`config.mk`:
```
export PLATFORM = sky130hd
export DESIGN_NAME = usbh_utmi_tx_phy_flat
export DESIGN_NICKNAME = d
export VERILOG_FILES = /design/src/rtl/usbh_phy_pkg.sv /design/src/rtl/usbh_utmi_tx_phy_if.sv /design/src/rtl/usbh_tx_bitstuff_nrzi.sv /design/src/rtl/usbh_utmi_tx_phy.sv /design/src/flat_wrapper.sv
export SDC_FILE = /design/constraint.sdc
export NUM_CORES = 1
export LEC_CHECK = 0
export ABC_AREA = 1
export BUFFER_PORTS_ARGS = -buffer_cell sky130_fd_sc_hd__buf_2
export CAP_MARGIN = 20
export CORE_MARGIN = 8
export CORE_UTILIZATION = 50
export CTS_CLUSTER_SIZE = 16
export DETAILED_ROUTE_END_ITERATION = 8
export GPL_TIMING_DRIVEN = 0
export HOLD_SLACK_MARGIN = 0.15
export PLACE_DENSITY = 0.7
export SLEW_MARGIN = 5
export SYNTH_ARGS = -nofsm -noshare
export SYNTH_HDL_FRONTEND = slang
export SYNTH_SLANG_ARGS = --single-unit
```
`constraint.sdc`:
```
create_clock -name clk_i -period 2.4 [get_ports clk_i]
set_input_delay 0 -clock clk_i [delete_from_list [all_inputs] [get_ports clk_i]]
set_output_delay 0 -clock clk_i [all_outputs]
set_load 0.01 [all_outputs]
```
`src/rtl/usbh_phy_pkg.sv`:
```
`default_nettype none
// ============================================================================
// Module   : usbh_phy_pkg
// Brief    : Shared types and line constants for the USB host UTMI TX PHY.
// Revision : 1.0
// ============================================================================
package usbh_phy_pkg;

  typedef enum logic [2:0] {
    IDLE    = 3'd0,
    SYNC    = 3'd1,
    DATA    = 3'd2,
    EOP_SE0 = 3'd3,
    EOP_J   = 3'd4
  } tx_state_t;

  // Line values packed as {dp, dn}
  localparam logic [1:0] LINE_J   = 2'b10;
  localparam logic [1:0] LINE_K   = 2'b01;
  localparam logic [1:0] LINE_SE0 = 2'b00;

  localparam logic [7:0]  SYNC_BYTE   = 8'h80;
  localparam int unsigned STUFF_LIMIT = 6;

  localparam logic [1:0] OPMODE_NORMAL = 2'b00;
  localparam logic [1:0] OPMODE_RAW    = 2'b10;

  function automatic logic [1:0] nrzi_toggle(input logic [1:0] line);
    return (line == LINE_J) ? LINE_K : LINE_J;
  endfunction

endpackage
`default_nettype wire

```
`src/rtl/usbh_utmi_tx_phy_if.sv`:
```
`default_nettype none
// ============================================================================
// Module   : usbh_utmi_tx_phy_if
// Brief    : UTMI transmit handshake and USB line drive bundle.
// Revision : 1.0
// ============================================================================
interface usbh_utmi_tx_phy_if;

  logic [7:0] utmi_data_out_i;
  logic       utmi_txvalid_i;
  logic [1:0] utmi_op_mode_i;
  logic       utmi_txready_o;
  logic       usb_dp_o;
  logic       usb_dn_o;
  logic       usb_tx_oen_o;

  modport master (
    output utmi_data_out_i, utmi_txvalid_i, utmi_op_mode_i,
    input  utmi_txready_o, usb_dp_o, usb_dn_o, usb_tx_oen_o
  );

  modport slave (
    input  utmi_data_out_i, utmi_txvalid_i, utmi_op_mode_i,
    output utmi_txready_o, usb_dp_o, usb_dn_o, usb_tx_oen_o
  );

endinterface
`default_nettype wire

```
`src/rtl/usbh_tx_bitstuff_nrzi.sv`:
```
`default_nettype none
// ============================================================================
// Module   : usbh_tx_bitstuff_nrzi
// Brief    : Consecutive-ones counter, stuff request and NRZI line register.
// Revision : 1.0
// ============================================================================
module usbh_tx_bitstuff_nrzi
  import usbh_phy_pkg::*;
(
  input  wire logic       clk,
  input  wire logic       rst,
  input  wire logic       i_clear,
  input  wire logic       i_launch,
  input  wire logic       i_bit,
  output logic            o_stuff_req,
  output logic [1:0]      o_line
);

  logic [2:0] r_ones;
  logic [1:0] r_line;

  // A launch while a stuff is pending sends the stuffed 0 regardless of i_bit
  always_ff @(posedge clk) begin
    if (rst || i_clear) begin
      r_ones <= 3'd0;
      r_line <= LINE_J;
    end else if (i_launch) begin
      if (o_stuff_req || !i_bit) begin
        r_ones <= 3'd0;
        r_line <= nrzi_toggle(r_line);
      end else begin
        r_ones <= r_ones + 3'd1;
      end
    end
  end

  assign o_stuff_req = (r_ones == 3'(STUFF_LIMIT));
  assign o_line      = r_line;

endmodule
`default_nettype wire

```
`src/rtl/usbh_utmi_tx_phy.sv`:
```
`default_nettype none
// ============================================================================
// Module   : usbh_utmi_tx_phy
// Brief    : Full-speed USB host transmit PHY behind a UTMI-style byte port.
// Revision : 1.0
// ============================================================================
module usbh_utmi_tx_phy
  import usbh_phy_pkg::*;
#(
  parameter int unsigned CLKS_PER_BIT = 4
) (
  input  wire logic          clk_i,
  input  wire logic          rst_i,
  usbh_utmi_tx_phy_if.slave  bus
);

  localparam int unsigned c_timer_w = (CLKS_PER_BIT > 1) ? $clog2(CLKS_PER_BIT) : 1;

  tx_state_t            r_state, w_state_nxt;
  logic [c_timer_w-1:0] r_timer, w_timer_nxt;
  logic [7:0]           r_shift, w_shift_nxt;
  logic [2:0]           r_idx,   w_idx_nxt;
  logic                 r_raw,   w_raw_nxt;

  logic       w_bit_end;
  logic       w_launch;
  logic       w_launch_bit;
  logic       w_clear;
  logic       w_txready;
  logic       w_stuff_req;
  logic       w_stuff_next;
  logic [1:0] w_nrzi_line;
  logic [1:0] w_line;

  usbh_tx_bitstuff_nrzi u_stuff (
    .clk         (clk_i),
    .rst         (rst_i),
    .i_clear     (w_clear),
    .i_launch    (w_launch),
    .i_bit       (w_launch_bit),
    .o_stuff_req (w_stuff_req),
    .o_line      (w_nrzi_line)
  );

  assign w_bit_end    = (r_timer == c_timer_w'(CLKS_PER_BIT - 1));
  assign w_stuff_next = w_stuff_req && !r_raw;

  always_ff @(posedge clk_i) begin
    if (rst_i) begin
      r_state <= IDLE;
      r_timer <= '0;
      r_shift <= '0;
      r_idx   <= '0;
      r_raw   <= 1'b0;
    end else begin
      r_state <= w_state_nxt;
      r_timer <= w_timer_nxt;
      r_shift <= w_shift_nxt;
      r_idx   <= w_idx_nxt;
      r_raw   <= w_raw_nxt;
    end
  end

  // r_shift[0] is the data bit currently on the line; r_idx counts data bits
  // of the current byte and stays put across a stuffed bit.
  always_comb begin
    w_state_nxt  = r_state;
    w_timer_nxt  = w_bit_end ? '0 : r_timer + c_timer_w'(1);
    w_shift_nxt  = r_shift;
    w_idx_nxt    = r_idx;
    w_raw_nxt    = r_raw;
    w_launch     = 1'b0;
    w_launch_bit = 1'b0;
    w_clear      = 1'b0;
    w_txready    = 1'b0;

    case (r_state)
      IDLE: begin
        w_timer_nxt = '0;
        w_idx_nxt   = '0;
        w_clear     = 1'b1;
        if (bus.utmi_txvalid_i && bus.utmi_op_mode_i == OPMODE_NORMAL) begin
          w_state_nxt  = SYNC;
          w_raw_nxt    = 1'b0;
          w_shift_nxt  = SYNC_BYTE;
          w_launch     = 1'b1;
          w_launch_bit = SYNC_BYTE[0];
          w_clear      = 1'b0;
        end else if (bus.utmi_txvalid_i && bus.utmi_op_mode_i == OPMODE_RAW) begin
          // Raw packets have no SYNC, so the byte presented at start is sent first
          w_state_nxt = DATA;
          w_raw_nxt   = 1'b1;
          w_shift_nxt = bus.utmi_data_out_i;
        end
      end

      SYNC, DATA: begin
        w_clear = r_raw;
        if (w_bit_end) begin
          if (w_stuff_next) begin
            w_launch = 1'b1;
          end else if (r_idx != 3'd7) begin
            w_idx_nxt    = r_idx + 3'd1;
            w_shift_nxt  = {1'b0, r_shift[7:1]};
            w_launch     = !r_raw;
            w_launch_bit = r_shift[1];
          end else begin
            w_txready = 1'b1;
            w_idx_nxt = '0;
            if (bus.utmi_txvalid_i) begin
              w_state_nxt  = DATA;
              w_shift_nxt  = bus.utmi_data_out_i;
              w_launch     = !r_raw;
              w_launch_bit = bus.utmi_data_out_i[0];
            end else if (r_raw) begin
              w_state_nxt = IDLE;
            end else begin
              w_state_nxt = EOP_SE0;
            end
          end
        end
      end

      EOP_SE0: begin
        w_clear = 1'b1;
        if (w_bit_end) begin
          if (r_idx == 3'd1) begin
            w_idx_nxt   = '0;
            w_state_nxt = EOP_J;
          end else begin
            w_idx_nxt = 3'd1;
          end
        end
      end

      EOP_J: begin
        w_clear = 1'b1;
        if (w_bit_end) begin
          w_state_nxt = IDLE;
        end
      end

      default: begin
        w_state_nxt = IDLE;
      end
    endcase
  end

  always_comb begin
    w_line = LINE_J;
    case (r_state)
      SYNC, DATA: w_line = r_raw ? {r_shift[0], ~r_shift[0]} : w_nrzi_line;
      EOP_SE0:    w_line = LINE_SE0;
      default:    w_line = LINE_J;
    endcase
  end

  assign bus.usb_dp_o       = w_line[1];
  assign bus.usb_dn_o       = w_line[0];
  assign bus.usb_tx_oen_o   = (r_state == IDLE);
  assign bus.utmi_txready_o = w_txready;

endmodule
`default_nettype wire

```
`src/flat_wrapper.sv`:
```
// flat-port wrapper written by rule: the top's interface ports become plain ports
module usbh_utmi_tx_phy_flat import usbh_phy_pkg::*;
#(
  parameter int unsigned CLKS_PER_BIT = 4
)
  (clk_i, rst_i, bus_utmi_data_out_i, bus_utmi_txvalid_i, bus_utmi_op_mode_i, bus_utmi_txready_o, bus_usb_dp_o, bus_usb_dn_o, bus_usb_tx_oen_o);
  usbh_utmi_tx_phy_if bus_i ();
  input  wire logic clk_i;
  input  wire logic rst_i;
  input wire logic [$bits(bus_i.utmi_data_out_i)-1:0] bus_utmi_data_out_i;
  input wire logic [$bits(bus_i.utmi_txvalid_i)-1:0] bus_utmi_txvalid_i;
  input wire logic [$bits(bus_i.utmi_op_mode_i)-1:0] bus_utmi_op_mode_i;
  output wire logic [$bits(bus_i.utmi_txready_o)-1:0] bus_utmi_txready_o;
  output wire logic [$bits(bus_i.usb_dp_o)-1:0] bus_usb_dp_o;
  output wire logic [$bits(bus_i.usb_dn_o)-1:0] bus_usb_dn_o;
  output wire logic [$bits(bus_i.usb_tx_oen_o)-1:0] bus_usb_tx_oen_o;
  assign bus_i.utmi_data_out_i = bus_utmi_data_out_i;
  assign bus_i.utmi_txvalid_i = bus_utmi_txvalid_i;
  assign bus_i.utmi_op_mode_i = bus_utmi_op_mode_i;
  assign bus_utmi_txready_o = bus_i.utmi_txready_o;
  assign bus_usb_dp_o = bus_i.usb_dp_o;
  assign bus_usb_dn_o = bus_i.usb_dn_o;
  assign bus_usb_tx_oen_o = bus_i.usb_tx_oen_o;
  usbh_utmi_tx_phy #(.CLKS_PER_BIT(CLKS_PER_BIT)) u_core (.clk_i(clk_i), .rst_i(rst_i), .bus(bus_i));
endmodule
```
==> results of run 1 <==
[sequential cells by signal (all words and copies together) (netlist names)]
register               cells
u_core.r_state             3
u_core.r_timer             2
u_core.r_idx               3
u_core.u_stuff.r_ones      3
u_core.r_raw               1
u_core.u_stuff.o_line      2
u_core.r_shift             8
[cells by family after synthesis]
kind of cell / Yosys count / synth area share, %
buffers and inverters: 35 / 10.0
DFF: 22 / 31.3
adders and majority gates: 6 / 5.33
AOI/OAI and AO/OA: 31 / 12.1
and+or+nand+nor: 138 / 41.3
[layer usage]
layer / track usage [%] / up-vias
li1: - / 791
met1: 16.8 / 653
met2: 24.6 / 21
met3: 2.43 / 2
met4: 5.24 / 0
met5: 0 / -
[layout make-up]
class                           count  area [µm²]  area share, %
Buffer                              4        25.0           1.54
Clock buffer                        4        36.3           2.23
Inverter                           31         116           7.16
Multi-Input combinational cell    175         827           50.9
Sequential cell                    22         440           27.1
Tap cell                           31        38.8           2.39
Timing Repair Buffer               22         140           8.63
[critical path, stage by stage (launching register included)]
cell	delay, ns
dfxtp_1	0.40
ha_1	0.18
ha_1	0.17
clkbuf_1	0.37
nand2_1	0.13
o22ai_1	0.17
nand3_1	0.16
nand2_1	0.15
nand2_1	0.09
a21oi_1	0.12
[power breakdown]
group / total, mW / leakage, nW / internal, mW / switching, mW
clock: 0.204 / 0.0210 / 0.0925 / 0.111
combinational: 0.694 / 0.595 / 0.245 / 0.449
sequential: 0.492 / 0.180 / 0.445 / 0.0475
[final timing paths]
check,endpoint,start,cells past startpoint
max,u_core.u_stuff.r_ones[0],u_core.r_idx[0],9
min,u_core.r_shift[5],bus_utmi_data_out_i[5],7
max reg2reg,u_core.u_stuff.r_ones[0],u_core.r_idx[0],9
min reg2reg,u_core.r_timer[0],u_core.r_timer[0],1
[stage by stage]
stage | utilization (%) | cells | power (mW) | area (µm²) | hold slack [ns]
finish | 59.9 | 289 | 1.39 | 1620 | 0.154
global route | 59.9 | 289 | 1.54 | 1620 | 0.188
CTS | 59.9 | 289 | 1.40 | 1620 | 0.151
detailed placement | 56.4 | 279 | 1.18 | 1530 | 0.258
global placement | 56.4 | 279 | 1.18 | 1530 | 0.268
floorplan | - | 232 | 1.03 | 1410 | 0.0691
[what timing repair did]
action | in CTS | in global routing
endpoints found under the setup margin | 0 | 0
hold buffers | 6 | 0
endpoints found under the hold margin | 14 | 0
[placed cells by master, fill, tap and decap left out, types with 2 or more instances in the layout]
cell type	count
nand2_1	70
nor2_1	36
inv_1	28
nand3_1	22
dfxtp_1	22
buf_2	18
o21ai_0	17
a21oi_1	8
ha_1	6
dlygate4sd3_1	6
nand2_2	3
clkbuf_4	3
inv_2	2
nor2_4	2
nor3_1	2
==> flow_summary.yaml, run 1 <==
synth:
  yosysMostFrequentCell: "nand2_1"
  post_synth_instance_area_um2: 1410
  syn-num-nets: 251
  synth_seq_cells: 22
  post-synth-top-area-cell: "dfxtp_1"
  synth_top_cell_area_share_pct: 31.3
  syn_inst: 232
  async_reset_ff_share_pct: 0
  synth_top_cells_by_count: "70 x nand2_1, 36 x nor2_1, 28 x inv_1"
  syn_area_per_cell_um2: 6.07
  synth-edff-count: 0
  synth_area_leaders: "dfxtp_1 31%, nand2_1 19%, nor2_1 9.6%, nand3_1 7.8%, inv_1 7.5%"
  yosysWarnings: 0
  synth_cell_types: 25
  postSynth.topFlopCell: "dfxtp_1"
  ys_seq_area_share_pct: 31.3
clock_tree:
  numCtsBuffers: 3
  clk_latency_ns: 0.30
  clk_path_buf_depth: 2
  clock-root-buffer: "clkbuf_4"
  post_cts_buffers: 0
  cts.clk_slew.worst_paths_ns: 0.13
  cts_resized: 0
  clock-sinks: 22
  cts.htree.levels: 1
  cts_tree: "built"
outcome:
  status: "complete, no violations"
critical_path:
  required_ns: 2.64
  regToRegSetupSlack_ns: 0.41
  cp-end-kind: "register"
  path_max_fanout: 10
  critPathKind: "reg2reg"
  crit_path_start_kind: "register"
  arrival_ns: 2.23
placed_design:
  place_congestion: 0.913
  hpwl_um: 2530
  preCtsSetupSlack_ns: 0.473
  portBuffers: 16
cells_and_area:
  n_fill_cell: 281
  synthToLayoutAreaGrowth_pct: 15.3
  n_antenna_cell: 0
  nNetsFinal: 278
  drive_above_1_share_pct: 12.4
grt:
  grt_max_degree: 13
  gr-usage-all-layers_pct: 14.2
  antenna_found_initial: 0
  grt_pass1_vias: 1418
  grt_overflow: 0
  grt_pass1_wl_um: 5960
timing:
  fmax_mhz: 503
  maxSlewViolCount: 0
  setup_ws_ns: 0.411
  hold_violations: 0
  tightest_slew_ns: 0.450
  rsz0062_at_grt: "false"
  min_period_ns: 1.99
  setup_viol: 0
  fin_setup_tns_ns: 0
  slew_headroom_pct: 70.0
  fin_skew_ns: 0.00711
  final.period_utilization_pct: 82.9
detailed_routing:
  avgViaCountPerCell: 5.08
  m1WireLength_um: 1640
  drt_first_pass_iters: 4
  drt_iter0_markers: 84
  top_layer_used: "met4"
  post_drt_wl_per_cell_um: 11.4
  drc: 0
  ant_nets: 0
  met2WireLength_um: 1520
  wl_met3_um: 122
  vias: 1467
  wl_um: 3310
floorplan:
  pin_count: 17
  start_util_pct: 52.0
  num_rows: 19
  die_w_um: 69.1
  fp.dieH_um: 69.1
  core_area_um2: 2710
  die_area_um2: 4770
worst_hold_path:
  hp-class: "in2reg"
run:
  drv_cap: 0
power:
  ir_drop_uv: 518
  p_per_area_nw_per_um2: 856
  p_leak_nw: 0.796
Note: power is estimated with default switching activity, not from simulation.
==> run 2: changes to the inputs <==
Clock period 2.4 ns to 2 ns, I/O delays scaled along.
==> flow_summary.yaml, run 2 (synthesized netlist as in run 1, its figures left out) <==
outcome:
  status: "complete, no violations"
critical_path:
  slowest_stage: "dfxtp_1"
  cp-end-kind: "output port"
  critPathKind: "reg2out"
  slowest_delay_ns: 0.38
  required_ns: 2.00
  rr_startpoint: "u_core.r_idx[0]"
  regToRegSetupSlack_ns: 0.18
  crit_path_start_kind: "register"
  critical_path.cell_chain: "ha_1, ha_1, clkinvlp_4, buf_4, nor4_1, buf_2"
  cp_common_cell: "ha_1"
  path_max_fanout: 4
  arrival_ns: 1.82
  regToRegEndpoint: "u_core.r_shift[0]"
  rr_worst_depth: 9
detailed_routing:
  avgViaCountPerCell: 5.06
  m1WireLength_um: 1630
  drc: 0
  ant_nets: 0
  vias: 1473
  drt_first_pass_iters: 4
  top_layer_used: "met4"
  wl_met3_um: 144
  met2WireLength_um: 1560
  wl_um: 3390
  drt_iter0_markers: 85
  post_drt_wl_per_cell_um: 11.6
floorplan:
  core_area_um2: 2710
  fp.dieH_um: 69.1
  pin_count: 17
  num_rows: 19
  die_w_um: 69.1
  start_util_pct: 52.0
  die_area_um2: 4770
placed_design:
  preCtsSetupSlack_ns: 0.0733
  portBuffers: 16
  hpwl_um: 2530
  placed_area_um2: 1530
  place_congestion: 0.913
cells_and_area:
  drive_above_1_share_pct: 14.2
  nNetsFinal: 280
  synthToLayoutAreaGrowth_pct: 17.1
  layout_common_cells: "70 x nand2_1, 36 x nor2_1, 28 x inv_1, 22 x nand3_1, 21 x dfxtp_1"
  largest_register_ffs: 8
  largest_register: "u_core.r_shift"
  final_area_um2: 1650
  final_common_cell: "nand2_1"
  n_fill_cell: 275
  n_antenna_cell: 0
  postLayoutCoreUtil_pct: 60.9
worst_hold_path:
  holdPathStages: 7
  min_to: "u_core.r_shift[5]"
  min_from: "bus_utmi_data_out_i[5]"
  hp-class: "in2reg"
power:
  p_leak_nw: 0.809
  p_per_area_nw_per_um2: 1020
  ir_drop_uv: 634
clock_tree:
  cts_tree: "built"
  clk_latency_ns: 0.30
  cts.htree.levels: 1
  clk_path_buf_depth: 2
  clock-sinks: 22
  cts.clk_slew.worst_paths_ns: 0.13
  numCtsBuffers: 3
  clock-root-buffer: "clkbuf_4"
grt:
  antenna_found_initial: 0
  grt_pass1_vias: 1418
  grt_pass1_wl_um: 5960
  grt_overflow: 0
  gr-usage-all-layers_pct: 14.2
  grt_max_degree: 13
timing:
  hold_violations: 0
  setup_viol: 0
  fin_setup_tns_ns: 0
  min_period_ns: 1.82
  fin_skew_ns: 0.00449
  rsz0062_at_grt: "false"
  fin_hold_ws_ns: 0.150
  fmax_mhz: 548
  setup_ws_ns: 0.176
  tightest_slew_ns: 0.431
  maxSlewViolCount: 0
  slew_headroom_pct: 71.2
  final.period_utilization_pct: 91.2
run:
  drv_cap: 0
## run 2: per-layer routing
| metal | GRT usage [%] | up-vias |
|---|---|---|
| li1 | - | 794 |
| met1 | 16.8 | 647 |
| met2 | 24.6 | 26 |
| met3 | 2.43 | 6 |
| met4 | 5.24 | 0 |
| met5 | 0 | - |
## run 2: area by class of cell
type | instances | area, µm² | share of cell area, %
flip-flops and latches | 22 | 442 | 26.8
multi-input cells | 175 | 827 | 50.1
repair buffers | 24 | 155 | 9.40
inverters | 31 | 123 | 7.43
well taps | 31 | 38.8 | 2.35
plain buffers | 4 | 28.8 | 1.74
clock buffers | 4 | 36.3 | 2.20
## run 2: critical path, delay by kind of cell (launching register included)
family | cells | cell delay (ns)
adder cells (fa/ha/maj) | 2 | 0.37
AND/OR/NAND/NOR | 1 | 0.28
flip-flops | 1 | 0.38
buffers and inverters | 3 | 0.49
## run 2: repair_timing
item / 4_1_cts / 5_1_grt
gates resized for setup: 0 / 7
setup endpoints to repair: 0 / 13
setup buffers: 0 / 2
hold endpoints to repair: 14 / 0
hold buffers: 6 / 0
## run 2: worst max path at each step
stage                               start                       end  slack [ns]  cells after the start
final                     u_core.r_idx[1]        bus_utmi_txready_o        0.18                      6
after global routing      u_core.r_idx[1]  u_core.u_stuff.r_ones[1]        0.01                      9
after CTS                 u_core.r_idx[0]  u_core.u_stuff.r_ones[0]        0.04                      9
after detailed placement  u_core.r_idx[0]         u_core.r_shift[6]        0.07                     10
after global placement    u_core.r_idx[0]  u_core.u_stuff.r_ones[0]        0.08                      9
after floorplan           u_core.r_idx[0]         u_core.r_shift[7]        0.37                     10
## run 2: through the flow
step / instances / total power, mW
4_1_cts: 289 / 1.68
3_3_place_gp: 279 / 1.41
5_1_grt: 291 / 1.85
3_5_place_dp: 279 / 1.42
6_report: 291 / 1.68
2_1_floorplan: 232 / 1.23
## run 2: power by group
part | switching (mW) | total, mW | leakage [nW] | internal, mW
sequential | 0.0569 | 0.592 | 0.180 | 0.535
clock | 0.135 | 0.246 | 0.0210 | 0.111
combinational | 0.549 | 0.845 | 0.607 | 0.296
total | 0.740 | 1.68 | 0.809 | 0.942
==> run 3: changes to the inputs <==
Settings changed: RECOVER_POWER set to 25.
==> flow_summary.yaml, run 3 (synthesized netlist as in run 1, its figures left out) <==
critical_path:
  required_ns: 2.00
  critPathLaunch: "u_core.r_idx[1]"
  arrival_ns: 1.83
  slowest_delay_ns: 0.38
  slowest_stage: "dfxtp_1"
  critPathKind: "reg2out"
  crit_family: "buffers and inverters"
  crit_buf_inv: 3
  rr_startpoint: "u_core.r_idx[0]"
  crit_path_start_kind: "register"
  critical_path.cell_chain: "ha_1, ha_1, clkinvlp_4, buf_4, nor4_1, buf_2"
  cp_common_cell: "ha_1"
  cp-end-kind: "output port"
  path_max_fanout: 4
timing:
  fin_hold_ws_ns: 0.149
  slew_headroom_pct: 70.9
  min_period_ns: 1.83
  fin_setup_tns_ns: 0
  final.period_utilization_pct: 91.5
  rsz0062_at_grt: "false"
  fin_skew_ns: 0.00500
  fmax_mhz: 547
  maxSlewViolCount: 0
  setup_viol: 0
  tightest_slew_ns: 0.435
  hold_violations: 0
cells_and_area:
  synthToLayoutAreaGrowth_pct: 16.8
  n_antenna_cell: 0
  drive_above_1_share_pct: 13.1
  n_fill_cell: 278
  largest_register_ffs: 8
  largest_register: "u_core.r_shift"
  nNetsFinal: 280
  final_common_cell: "nand2_1"
  layout_common_cells: "70 x nand2_1, 36 x nor2_1, 29 x inv_1, 22 x nand3_1, 21 x dfxtp_1"
detailed_routing:
  wl_um: 3360
  drc: 0
  vias: 1467
  drt_first_pass_iters: 4
  post_drt_wl_per_cell_um: 11.6
  ant_nets: 0
  drt_iter0_markers: 104
  avgViaCountPerCell: 5.04
floorplan:
  start_util_pct: 52.0
  fp.dieH_um: 69.1
  die_area_um2: 4770
  core_area_um2: 2710
  pin_count: 17
  num_rows: 19
  die_w_um: 69.1
clock_tree:
  clk_path_buf_depth: 2
  clk_latency_ns: 0.30
  cts.htree.levels: 1
  clock-root-buffer: "clkbuf_4"
  numCtsBuffers: 3
  clock-sinks: 22
  cts.clk_slew.worst_paths_ns: 0.13
  cts_tree: "built"
power:
  ir_drop_uv: 627
  p_per_area_nw_per_um2: 1020
  p_leak_nw: 0.806
  totalPowerFinal_mw: 1.67
placed_design:
  hpwl_um: 2530
  place_congestion: 0.913
  portBuffers: 16
worst_hold_path:
  min_from: "bus_utmi_data_out_i[5]"
  hp-class: "in2reg"
grt:
  grt_overflow: 0
  grt_pass1_wl_um: 5960
  gr-usage-all-layers_pct: 14.2
  grt_max_degree: 13
  antenna_found_initial: 0
  grt_pass1_vias: 1418
run:
  drv_cap: 0
outcome:
  status: "complete, no violations"
-- run 3: cell types whose count changed in the layout (fill, tap and decap cells not counted), sizes merged --
cell	before	now
buf	21	20
clkbuf	5	6
-- run 3: through the flow --
stage | setup slack, ns | utilization [%] | area [µm²] | cells
final | 0.170 | 60.7 | 1650 | 291
after CTS | 0.0382 | 59.9 | 1620 | 289
after global placement | 0.0824 | 56.4 | 1530 | 279
after floorplan | 0.371 | - | 1410 | 232
after global routing | 0.00962 | 60.7 | 1650 | 291
after detailed placement | 0.0733 | 56.4 | 1530 | 279
-- run 3: worst reg2reg max path: stages (launching register included) --
cell and delay [ns]:
dfxtp_2 0.36, ha_1 0.20, ha_1 0.22, clkbuf_4 0.20
nand2_1 0.08, nor2_1 0.06, nor2_4 0.19, nand2_1 0.14
o21ai_0 0.21, nor2_1 0.05
-- run 3: power breakdown --
part,leakage [nW],switching [mW],internal (mW)
Sequential,0.180,0.0566,0.535
Clock,0.0210,0.136,0.111
Combinational,0.605,0.542,0.292
Total,0.806,0.734,0.938
-- run 3: cell type report --
cell class / count / area [µm²] / share of cell area [%]
multi-input cells: 175 / 823 / 50.0
plain buffers: 4 / 28.8 / 1.75
flip-flops and latches: 22 / 442 / 26.8
repair buffers: 24 / 154 / 9.35
clock buffers: 4 / 36.3 / 2.21
inverters: 31 / 123 / 7.45
well taps: 31 / 38.8 / 2.36
-- run 3: worst paths after layout --
kind,endpoint,slack (ns),cells after the start
hold reg to reg,u_core.r_timer[0],0.43,1
setup reg to reg,u_core.r_shift[0],0.18,9
hold / removal,u_core.r_shift[5],0.15,7
setup / recovery,bus_utmi_txready_o,0.17,6
-- run 3: repair_timing --
| action | 4_1_cts | 5_1_grt |
|---|---|---|
| hold endpoints to repair | 14 | 0 |
| hold buffers | 6 | 0 |
| endpoints found under the setup margin | 0 | 13 |
| setup buffers | 0 | 2 |
| gates resized for setup | 0 | 7 |
-- run 3: routing by layer --
layer	part of all wire, %	vias up	GRT usage, %
li1	-	792	-
met1	49	643	16.8
met2	46	26	24.6
met3	3.3	6	2.43
met4	1.7	0	5.24
met5	0	-	0
